`config.mk`:
```
export PLATFORM = sky130hd
export DESIGN_NAME = pwm_capture
export DESIGN_NICKNAME = d
export VERILOG_FILES = /design/src/rtl/pwm_capture.sv
export SDC_FILE = /design/constraint.sdc
export NUM_CORES = 1
export LEC_CHECK = 0
export BUFFER_PORTS_ARGS = -buffer_cell sky130_fd_sc_hd__clkbuf_2
export CAP_MARGIN = 20
export CORE_MARGIN = 2
export CORE_UTILIZATION = 60
export CTS_CLUSTER_SIZE = 30
export DETAILED_ROUTE_END_ITERATION = 8
export PLACE_DENSITY_LB_ADDON = 0.1
export SETUP_SLACK_MARGIN = 0.15
export SLEW_MARGIN = 15
export SYNTH_ARGS = -nofsm -noshare
export SYNTH_HDL_FRONTEND = slang
export SYNTH_SLANG_ARGS = --single-unit
```
`constraint.sdc`:
```
create_clock -name clk -period 3.9 [get_ports clk]
set_input_delay 0 -clock clk [delete_from_list [all_inputs] [get_ports clk]]
set_output_delay 0 -clock clk [all_outputs]
set_load 0.01 [all_outputs]
```
`src/rtl/pwm_capture.sv`:
```
// PWM capture: synchronizes an async PWM input and measures high time and
// period (rise to rise) in clk cycles, with a stuck timeout for constant input.
module pwm_capture #(
    parameter int CNT_W = 10
) (
    input  logic             clk,
    input  logic             rst_n,
    input  logic             pwm_in,
    output logic [CNT_W-1:0] duty,
    output logic [CNT_W-1:0] period,
    output logic             valid,
    output logic             stuck
);

    typedef enum logic {
        IDLE,
        MEASURE
    } state_t;

    localparam logic [CNT_W-1:0] MAX  = '1;
    localparam logic [CNT_W-1:0] ONE  = {{(CNT_W-1){1'b0}}, 1'b1};
    localparam logic [CNT_W-1:0] ZERO = '0;

    state_t           state;
    logic             s_meta;
    logic             s;
    logic             s_d;
    logic             rise;
    logic             at_max;
    logic [CNT_W-1:0] per_cnt;
    logic [CNT_W-1:0] hi_cnt;
    logic [CNT_W-1:0] hi_inc;

    assign rise   = s & ~s_d;
    assign at_max = (per_cnt == MAX);
    assign hi_inc = {{(CNT_W-1){1'b0}}, s};

    always_ff @(posedge clk) begin
        if (!rst_n) begin
            s_meta <= 1'b0;
            s      <= 1'b0;
            s_d    <= 1'b0;
        end else begin
            s_meta <= pwm_in;
            s      <= s_meta;
            s_d    <= s;
        end
    end

    // A rise always wins over the timeout, so a period of exactly MAX
    // still reports as a normal measurement.
    always_ff @(posedge clk) begin
        if (!rst_n) begin
            state   <= IDLE;
            per_cnt <= ZERO;
            hi_cnt  <= ZERO;
            duty    <= ZERO;
            period  <= ZERO;
            valid   <= 1'b0;
            stuck   <= 1'b0;
        end else begin
            valid <= 1'b0;
            unique case (state)
                IDLE: begin
                    if (rise) begin
                        state   <= MEASURE;
                        per_cnt <= ONE;
                        hi_cnt  <= ONE;
                    end else if (at_max) begin
                        valid   <= 1'b1;
                        stuck   <= 1'b1;
                        period  <= MAX;
                        duty    <= s ? MAX : ZERO;
                        per_cnt <= ZERO;
                    end else begin
                        per_cnt <= per_cnt + ONE;
                    end
                end
                MEASURE: begin
                    if (rise) begin
                        valid   <= 1'b1;
                        stuck   <= 1'b0;
                        period  <= per_cnt;
                        duty    <= hi_cnt;
                        per_cnt <= ONE;
                        hi_cnt  <= ONE;
                    end else if (at_max) begin
                        valid   <= 1'b1;
                        stuck   <= 1'b1;
                        period  <= MAX;
                        duty    <= s ? MAX : ZERO;
                        state   <= IDLE;
                        per_cnt <= ZERO;
                    end else begin
                        per_cnt <= per_cnt + ONE;
                        hi_cnt  <= hi_cnt + hi_inc;
                    end
                end
            endcase
        end
    end

endmodule

```
-- Word level (Yosys, flattened, before mapping)
Cells that the tools add are included.
- flip-flop bits (word level): 46
- bits in latches: 0
- bits in writable memories: 0
- ROM bits: 0
- input bits: 3
- logic and storage cells: 50
- memories kept: 0
- $add $sub $neg: 2
- $mul: 0
- div/mod/pow operators: 0
- order comparisons: 0
- equality and inequality tests: 4
- shift operators: 0
- muxes and demuxes: 27
- bitwise logic cells: 4
- reduce and logical (&&, ||, !) cells: 2
- operator list (cell ; number):
    two-way mux 10 bit ; 10
    one-hot mux 10 bit (2 select lines) ; 3
    two-way mux 1 bit ; 11
    adder 10 x 1 -> 10 bit ; 1
    adder 10 x 1 -> 10 bit (second input constant) ; 1
    equality test 10 bit (second input constant) ; 1
    one-hot mux 1 bit (2 select lines) ; 3
    inequality test 2 bit (second input constant) ; 2
    inequality test 3 bit (second input constant) ; 1
    inverter 1 bit ; 3
    OR reduction 3 bit ; 1
    AND reduction 2 bit ; 1
    bitwise AND 1 bit ; 1

-- Longest topological paths before layout
Gate-level depths: netlist of the first run.
- depth after elaboration: 4
- depth in mapped cells: 6
- mapped depth without buffers: 5

-- Worst setup path before layout of the first run
Ideal clock, no wire load.
- path kind: register -> register
- start point: register per_cnt[0]
- end point: register duty[9]
- setup time: 119 ps
- arrival: 1386 ps
- data required time: 3781 ps
- slack: 2396 ps
- cell stages (with the launch flop): 6
- buffers on the path: 1
- path through: dfxtp_1 ha_1 nand2_2 o41a_1 buf_6 o221a_2
- longest elaborated chain between the ends: 4
- elaborated cells between the ends (all ways): 5
- classes of those cells: eq/ne: 1; mux: 4
- ends and longest elaborated chain (what ; line ; text):
    start, declared ; 30 ; logic [CNT_W-1:0] per_cnt;
    start signal, assigned ; 76 ; per_cnt <= per_cnt + ONE;
    start signal, assigned ; 95 ; per_cnt <= per_cnt + ONE;
    equality test 10 bit (*) ; 35 ; assign at_max = (per_cnt == MAX);
    two-way mux 10 bit (*) ; -- ;
    two-way mux 10 bit (on tied branches) ; -- ;
    one-hot mux 10 bit (2 select lines) (*) ; -- ;
    end signal, assigned ; 73 ; duty <= s ? MAX : ZERO;
    end signal, assigned ; 84 ; duty <= hi_cnt;
    end signal, assigned ; 91 ; duty <= s ? MAX : ZERO;
    end, declared ; 9 ; output logic [CNT_W-1:0] duty,
Mark *: on every way between the ends. The rest lies on a longest branch, timed or not. The select of a mux whose other input is x is not followed.
A chain may end at the register's enable or synchronous reset.

-- Final worst setup path of the first run
- start point: register per_cnt[0]
- end point: register duty[8]
Same word-level chain as after synthesis.

==> results by group, run 1 <==
Run status
  – Status: finished, final reports clean

Logic synthesis
  – Syn_nets: 189
  – Ys Warns: 0
  – Register bit total from synthesis: 46
  – Synthesized cell area: 0.00194 sq mm
  – Synth Area per Inst: 10.7 sq um
  – Post-Syn Instances: 182
  – Netlist cell types: 37
  – Register area share after synthesis: 0.475

STA
  – Least-Margin Pin Slew: 0.550 ns
  – Period utilisation layout: 0.446
  – Min cycle time layout: 1.74 ns
  – Hold Fails Final Rpt: 0
  – Setup Viol. Count Final: 0
  – RSZ-0062 raised after global routing: no
  – Final Max Tran Viols: 0
  – Final setup TNS: 0 ns
  – Clock skew: 0.00450 ns
  – Headroom to the max-slew limit: 0.632
  – FMAX: 575 MHz

Die
  – Die X-Extent: 60.9 um
  – Die Y: 60.9 um
  – Row Count: 20
  – Die ar.: 0.00371 sq mm
  – Core area: 0.00305 sq mm
  – IO Pins: 25
  – Initial Utilization: 0.636

Placed design
  – Placer Congestion: 0.805
  – PortBufs: 24
  – Hpwl dp: 2.35 mm

Worst hold path
  – Worst Hold Depth: 2
  – Worst hold path startpoint: rst_n
  – Min-Delay Path Class: input port to flip-flop
  – Hold endpoint: period[1]$_SDFFE_PN0P_

Critical path
  – WP data arrival: 2.00 ns
  – RR Endpoint: duty[8]$_SDFFE_PN0P_
  – CP Capture Type: flip-flop
  – Critical Path Fanout Max: 10
  – Worst Path Required: 4.16 ns
  – R2R depth: 4
  – Crit path cell chain: ha_1, nand2_2, o41a_1, o221a_2
  – Crit path launch type: flip-flop
  – Crit-path slowest cell: o41a_1
  – R2R Path Start: per_cnt[0]$_SDFF_PN0_
  – CP Class: flip-flop to flip-flop
  – CP peak stage delay: 0.57 ns
  – R2r setup slk: 2.16 ns

Final layout
  – Footprint of the multi-input gates: 938 sq um
  – Most frequent cells in the layout: dfxtp_1 (46), clkbuf_2 (24), a21boi_0 (12)
  – Layout Area Growth over Synthesis: 8.96%
  – Final core occ: 0.693
  – Net count, final: 213
  – Commonest non-fill, non-tap cell in the layout: dfxtp_1
  – # fillers: 252
  – Antenna Cells: 0
  – Sequential cell area: 921 sq um
  – Proportion of layout cells with a drive suffix above 1: 0.252

Global routing
  – First-pass GRT wire length: 5.44 mm
  – Vias in the first global route: 1250
  – Total Routing Usage GR: 0.198
  – Initial antenna violation count: 0
  – Largest net degree at the start of global routing: 23
  – GR Overflow Total: 0

Route
  – Residual DRC count: 0
  – DRT Pass-1 Iters: 4
  – Initial DRC Count: 68
  – WL final: 3.38 mm
  – Vias: 1386
  – DR vias/cell: 5.54
  – ANT nets after route: 0
  – WL per Instance: 13.5 um

Clocking
  – Post-CTS Setup Inserts: 0
  – CTS tree: yes
  – CTS sink cnt: 46
  – CTS Buffer Depth: 2
  – Worst-path clk slew: 0.12 ns
  – CTS-repair resized insts: 0
  – Clk root buf: clkbuf_4
  – CTS buffer count: 5
  – H-tree Lvls: 2
  – Hold_buf cts: 1
  – Clk_lat worst skew: 0.35 ns

Flow run
  – # Max-Cap Violations: 0

Power and ir drop
  – Maximum VDD drop: 0.197 mV
  – Pleak: 0.000856 uW
  – PwrDens: 340 mW/mm^2
[cell usage after synthesis]
cell type | count | area share
a21boi_0 | 12 | 0.046
a21boi_1 | 2 | 0.0077
a21oi_1 | 8 | 0.021
and2_1 | 5 | 0.016
and2b_1 | 1 | 0.0039
and3_1 | 1 | 0.0032
and4_1 | 1 | 0.0045
buf_2 | 1 | 0.0026
buf_6 | 4 | 0.023
clkbuf_1 | 3 | 0.0058
dfxtp_1 | 46 | 0.47
dlymetal6s2s_1 | 1 | 0.0064
ha_1 | 4 | 0.026
inv_1 | 2 | 0.0039
mux2i_1 | 11 | 0.057
nand2_1 | 10 | 0.019
nand2_2 | 1 | 0.0032
nand2b_1 | 2 | 0.0064
nand3_1 | 7 | 0.018
nand3_2 | 1 | 0.0052
nand4_1 | 3 | 0.0097
nand4_4 | 1 | 0.011
nor2_1 | 10 | 0.019
nor3_1 | 3 | 0.0077
nor3_2 | 1 | 0.0052
nor4_2 | 1 | 0.0064
o21a_2 | 1 | 0.0045
o21ai_0 | 9 | 0.023
o221a_2 | 10 | 0.058
o311ai_2 | 1 | 0.0084
o311ai_4 | 1 | 0.014
o31ai_4 | 1 | 0.011
o41a_1 | 1 | 0.0058
or3_1 | 7 | 0.023
or3_2 | 1 | 0.0039
xnor2_1 | 5 | 0.023
xor2_1 | 3 | 0.014
[worst max-delay path, delay by kind of cell, from the launching register on]
kind / cells / cell delay (ns)
flip-flops: 1 / 0.44
adder cells (fa/ha/maj): 1 / 0.25
AND/OR/NAND/NOR: 1 / 0.19
AO/OA/AOI/OAI: 2 / 0.76
[through the flow]
| stage | power [uW] | cell area [sq um] | hold WS (ns) | setup WS [ns] | cells |
|---|---|---|---|---|---|
| floorplan | 517 | 1940 | 0.127 | 2.40 | 182 |
| global placement | 522 | 2040 | 0.213 | 1.96 | 241 |
| detailed placement | 523 | 2040 | 0.233 | 1.89 | 241 |
| CTS | 728 | 2100 | 0.0934 | 1.87 | 249 |
| global route | 751 | 2110 | 0.120 | 2.01 | 250 |
| finish | 719 | 2110 | 0.102 | 2.16 | 250 |
[state kept, by name, summed over array words and instances (netlist names)]
name     count
duty        10
valid        1
s_d          1
state        1
s_meta       1
stuck        1
per_cnt     10
hi_cnt      10
s            1
period      10
[routing by layer]
layer / vias up / global-route usage / wire [um]
met1: 643 / 0.226 / 1530
met4: 0 / 0.109 / 67
met5: - / 0 / 0
met3: 7 / 0.0490 / 89
met2: 20 / 0.338 / 1700
li1: 716 / - / -
[kinds of logic after synthesis]
| family | count (synthesis) | synth area share |
|---|---|---|
| AND/OR/NAND/NOR | 56 | 0.166 |
| flip-flops | 46 | 0.475 |
| adder cells (fa/ha/maj) | 4 | 0.0258 |
| multiplexers | 11 | 0.0567 |
| buffers and inverters | 11 | 0.0419 |
| AO/OA/AOI/OAI | 46 | 0.199 |
| XOR/XNOR | 8 | 0.0361 |
[worst max-delay path by stage]
stage	start	end	slack, ns	depth (start not counted)
global route	per_cnt[0]$_SDFF_PN0_	valid$_SDFF_PN0_	2.01	5
detailed placement	state$_SDFF_PN0_	duty[8]$_SDFFE_PN0P_	1.89	2
CTS	state$_SDFF_PN0_	duty[8]$_SDFFE_PN0P_	1.87	2
finish	per_cnt[0]$_SDFF_PN0_	duty[8]$_SDFFE_PN0P_	2.16	4
global placement	state$_SDFF_PN0_	duty[8]$_SDFFE_PN0P_	1.96	2
floorplan	per_cnt[0]$_SDFF_PN0_	duty[9]$_SDFFE_PN0P_	2.40	5
[final cells by class]
class / count / area share
Multi-Input combinational cell: 125 / 0.444
Sequential cell: 46 / 0.436
Timing Repair Buffer: 26 / 0.0686
Tap cell: 44 / 0.0260
Clock buffer: 5 / 0.0178
Clock inverter: 2 / 0.00473
Inverter: 2 / 0.00355
[where the power goes]
| part | total (uW) | internal [uW] | switching [uW] |
|---|---|---|---|
| sequential | 484 | 476 | 7.34 |
| clock | 205 | 65.0 | 140 |
| combinational | 29.8 | 13.2 | 16.6 |
Power figures use the tool's default switching activity.
==> inputs of run 2 (changes only) <==
CORE_UTILIZATION = 56   (was 60)
clock period = 1.7 ns   (was 3.9 ns; I/O delays follow)
==> run 2 against run 1 <==
Compared with the run above:
- final area rose by 7.2%
- combinational power rose to 2.9 times the previous value
- hold slack got worse by 0.0055 ns
- non-clock buffer count rose by 8
- first-iteration DRC count rose by 10%
- largest cell class unchanged
==> results by group, run 2 (synthesized netlist as in run 1, its figures left out) <==
Run status
  – Status: finished, final reports clean

Power and ir drop
  – Pleak: 0.000928 uW
  – NetSw: 424 uW
  – Sw Share: 0.247
  – Power, Total: 1720 uW
  – Maximum VDD drop: 0.621 mV
  – P_int: 1300 uW
  – Clk network pwr share: 0.303
  – Combinational power share: 0.051
  – Seq pwr share: 0.646
  – PwrDens: 759 mW/mm^2

Die
  – Row Count: 21
  – IO Pins: 25
  – Initial Utilization: 0.582
  – Die ar.: 0.00395 sq mm
  – Die Y: 62.9 um
  – Die X-Extent: 62.9 um
  – Core area: 0.00334 sq mm

STA
  – RSZ-0062 raised after global routing: yes
  – Hold Fails Final Rpt: 0
  – Clock skew: 0.0164 ns
  – Final Max Tran Viols: 0
  – Period utilisation layout: 0.907
  – Least-Margin Pin Slew: 0.461 ns
  – FMAX: 648 MHz
  – Final setup TNS: 0 ns
  – Headroom to the max-slew limit: 0.692
  – Min cycle time layout: 1.54 ns
  – Setup Viol. Count Final: 0

Critical path
  – CP peak stage delay: 0.46 ns
  – Crit path cell chain: nand3_4, buf_4, or3_2, a21oi_1
  – Critical Path Fanout Max: 8
  – Crit-path slowest cell: dfxtp_1
  – CP Capture Type: flip-flop
  – Worst Path Required: 2.00 ns
  – WP data arrival: 1.85 ns
  – Crit path launch type: flip-flop
  – CP Class: flip-flop to flip-flop

Route
  – Met1 wire length: 1.70 mm
  – DRT Pass-1 Iters: 4
  – Met2 Wirelength: 1.85 mm
  – Wire length on met3: 152 um
  – DR vias/cell: 5.70
  – WL per Instance: 14.3 um
  – Initial DRC Count: 75
  – Vias: 1500
  – ANT nets after route: 0
  – Highest Signal Layer: met4
  – Residual DRC count: 0
  – WL final: 3.75 mm

Final layout
  – Antenna Cells: 0
  – Final core occ: 0.679
  – Commonest non-fill, non-tap cell in the layout: dfxtp_1
  – Non-Filler Instances: 263
  – Net count, final: 223
  – Proportion of layout cells with a drive suffix above 1: 0.336
  – Layout Area Growth over Synthesis: 16.8%
  – # fillers: 299
  – Most frequent cells in the layout: dfxtp_1 (40), clkbuf_2 (24), mux2i_1 (11), a21boi_0 (11)

Flow run
  – # Max-Cap Violations: 0

Placed design
  – Placer Congestion: 0.804
  – Hpwl dp: 2.56 mm
  – PortBufs: 24
  – Placed instance count: 250

Clocking
  – Worst-path clk slew: 0.15 ns
  – CTS buffer count: 5
  – CTS Buffer Depth: 2
  – Clk_lat worst skew: 0.37 ns
  – CTS sink cnt: 46
  – CTS tree: yes
  – Clk root buf: clkbuf_4
  – H-tree Lvls: 2

Global routing
  – Vias in the first global route: 1482
  – First-pass GRT wire length: 6.71 mm
  – Total Routing Usage GR: 0.213
  – GR Overflow Total: 0
  – Initial antenna violation count: 0
  – Largest net degree at the start of global routing: 23

Worst hold path
  – Min-Delay Path Class: input port to flip-flop
[run 2: repair_timing]
action                     in CTS  in global routing
pin swaps                       3                  1
gates resized for setup        10                  9
hold endpoints to repair        1                  0
cloned                          2                  0
setup endpoints to repair      32                 31
hold buffers                    1                  0
buffers inserted                0                  2
[run 2: per-layer routing]
metal	vias up	track usage
met1	719	0.253
met3	6	0.0667
met5	-	0
met4	0	0.0750
li1	740	-
met2	35	0.360
[run 2: final timing paths]
path / from / endpoint / slack (ns) / depth (start not counted)
worst max register to register: per_cnt[3]$_SDFF_PP0_ / per_cnt[6]$_SDFF_PP0_ / 0.16 / 4
worst max-delay path: per_cnt[3]$_SDFF_PP0_ / per_cnt[6]$_SDFF_PP0_ / 0.16 / 4
worst min-delay path: rst_n / period[6]$_SDFFE_PN0P_ / 0.1 / 2
worst min register to register: s_meta$_SDFF_PN0_ / s$_SDFF_PN0_ / 0.45 / 1
[run 2: layout make-up]
class                           instances  area, sq um  share of cell area
Timing Repair Buffer                   34          198              0.0872
Clock inverter                          3         21.3             0.00939
Sequential cell                        46          931               0.411
Inverter                                2         7.51             0.00331
Tap cell                               46         57.6              0.0254
Clock buffer                            5         37.5              0.0166
Multi-Input combinational cell        127         1010               0.447
[run 2: power groups by stage]
stage	Combinational [uW]	Sequential, uW	Clock (uW)
3_5_place_dp	75.9	1130	0
4_1_cts	82.4	1110	535
2_1_floorplan	53.6	1130	0
3_3_place_gp	72.7	1130	0
6_report	87.8	1110	520
5_1_grt	97.3	1110	588
[run 2: worst max-delay path: cells and delay by family, from the launching register on]
family	cells	cell delay, ns
AO/OA/AOI/OAI	1	0.16
buffers and inverters	1	0.21
AND/OR/NAND/NOR	2	0.66
flip-flops	1	0.46
[run 2: per-stage QoR]
stage	cell area, sq um	setup WS (ns)	hold WS [ns]
3_3_place_gp	2100	0.113	0.205
3_5_place_dp	2100	0.0547	0.215
4_1_cts	2230	0.152	0.101
6_report	2270	0.158	0.0968
5_1_grt	2270	0.115	0.116
2_1_floorplan	1940	0.196	0.127
==> inputs of run 3 (changes only) <==
CORE_ASPECT_RATIO = 0.8   (was default)
MAX_ROUTING_LAYER = met4   (was default)
==> run 3 against run 2 <==
Compared with the run above:
- die area about the same
- clock skew decreased by 0.014 ns
- core utilization rose by 1.7 points
- critical path depth is the same
- sequential power about the same
- count of clock-buffer cells in the layout rose by 1
- critical endpoint unchanged
- final area rose by 3.8%
- maximum frequency grew 2.5%
==> results by group, run 3 (synthesized netlist as in run 1, its figures left out) <==
Final layout
  – Design area: 0.00235 sq mm
  – Net count, final: 232
  – Layout Area Growth over Synthesis: 21.1%
  – Most frequent cells in the layout: dfxtp_1 (40), clkbuf_2 (24), buf_4 (18)
  – Antenna Cells: 0
  – Commonest non-fill, non-tap cell in the layout: dfxtp_1
  – Non-Filler Instances: 266
  – Proportion of layout cells with a drive suffix above 1: 0.348

Die
  – IO Pins: 25
  – Die Y: 56.7 um
  – Die X-Extent: 69.8 um
  – Core area: 0.00338 sq mm
  – Row Count: 19
  – Initial Utilization: 0.575
  – Die ar.: 0.00396 sq mm

Placed design
  – Hpwl dp: 2.68 mm
  – Placer Congestion: 0.803
  – Post-DP Area: 0.00213 sq mm
  – PortBufs: 24
  – Placed instance count: 251
  – Pre-CTS WS: 0.0790 ns

STA
  – Setup ws final: 0.195 ns
  – Final Max Tran Viols: 0
  – Min cycle time layout: 1.51 ns
  – Setup Viol. Count Final: 0
  – RSZ-0062 raised after global routing: no
  – Period utilisation layout: 0.885
  – Hold Fails Final Rpt: 0
  – Least-Margin Pin Slew: 0.402 ns
  – FMAX: 664 MHz
  – Final setup TNS: 0 ns
  – Min Hold Slack: 0.232 ns
  – Headroom to the max-slew limit: 0.732
  – Clock skew: 0.00225 ns

Critical path
  – Crit path launch type: flip-flop
  – Crit path cell chain: nand3_4, buf_4, or3_2, a21oi_1
  – CP peak stage delay: 0.46 ns
  – WP data arrival: 1.72 ns
  – CP Class: flip-flop to flip-flop
  – Worst Path Required: 1.92 ns
  – Crit-path slowest cell: or3_2
  – CP startpoint: per_cnt[4]$_SDFF_PP0_
  – R2R Path Start: per_cnt[4]$_SDFF_PP0_
  – CP Capture Type: flip-flop
  – Critical Path Fanout Max: 8

Clocking
  – H-tree Lvls: 2
  – Worst-path clk slew: 0.08 ns
  – CTS Buffer Depth: 2
  – Clk_lat worst skew: 0.29 ns
  – CTS tree: yes
  – CTS sink cnt: 46
  – CTS buffer count: 5
  – Clk root buf: clkbuf_8

Route
  – WL per Instance: 15.4 um
  – ANT nets after route: 0
  – DR vias/cell: 5.80
  – Vias: 1542
  – Initial DRC Count: 93
  – WL final: 4.11 mm
  – DRT Pass-1 Iters: 5
  – Residual DRC count: 0

Power and ir drop
  – Pleak: 0.000965 uW
  – PwrDens: 786 mW/mm^2
  – Maximum VDD drop: 0.533 mV

Global routing
  – First-pass GRT wire length: 6.57 mm
  – Total Routing Usage GR: 0.219
  – Initial antenna violation count: 0
  – GR Overflow Total: 0
  – Vias in the first global route: 1436
  – Largest net degree at the start of global routing: 23

Run status
  – Status: finished, final reports clean

Flow run
  – # Max-Cap Violations: 0

Worst hold path
  – Min-Delay Path Class: input port to flip-flop
  – Worst hold path startpoint: rst_n
==> run 3: worst paths after layout <==
| check | end | depth (start not counted) | slack [ns] |
|---|---|---|---|
| min reg2reg | s$_SDFF_PN0_ | 1 | 0.45 |
| max | per_cnt[6]$_SDFF_PP0_ | 4 | 0.19 |
| max reg2reg | per_cnt[6]$_SDFF_PP0_ | 4 | 0.19 |
| min | period[3]$_SDFFE_PN0P_ | 2 | 0.23 |
==> run 3: repair_timing <==
item	4_1_cts	5_1_grt
buffers inserted	0	6
resized for setup	5	12
endpoints found under the hold margin	1	0
cloned	1	1
endpoints found under the setup margin	23	33
hold buffers	1	0
pin swaps	2	4
==> run 3: metrics by stage <==
stage	power (uW)	util
after CTS	1840	0.668
after detailed placement	1210	0.631
after global routing	1910	0.696
final	1850	0.696
after floorplan	1190	-
after global placement	1210	0.631
==> run 3: worst max-delay path: cells and delay by family, from the launching register on <==
kind / cells / cell delay [ns]
AOI/OAI and AO/OA: 1 / 0.14
DFF: 1 / 0.41
and+or+nand+nor: 2 / 0.66
buffers and inverters: 1 / 0.22
==> run 3: final cells by class <==
cell class,count,area [sq um]
fillers,270,1020
multi-input cells,127,1010
flip-flops and latches,46,933
repair buffers,43,265
clock buffers,6,82.6
well taps,42,52.6
inverters,2,7.51
==> run 3: where the power goes <==
part,internal (uW),switching [uW]
clock network,314,330
logic,44.2,51.1
registers,1090,17.2
total,1450,398
==> run 3: routing by layer <==
metal,vias up,global-route usage,routed length [um]
li1,756,-,-
met1,735,0.282,1930
met2,44,0.329,1900
met3,7,0.0485,206
met4,0,0.104,66
met5,-,-,0
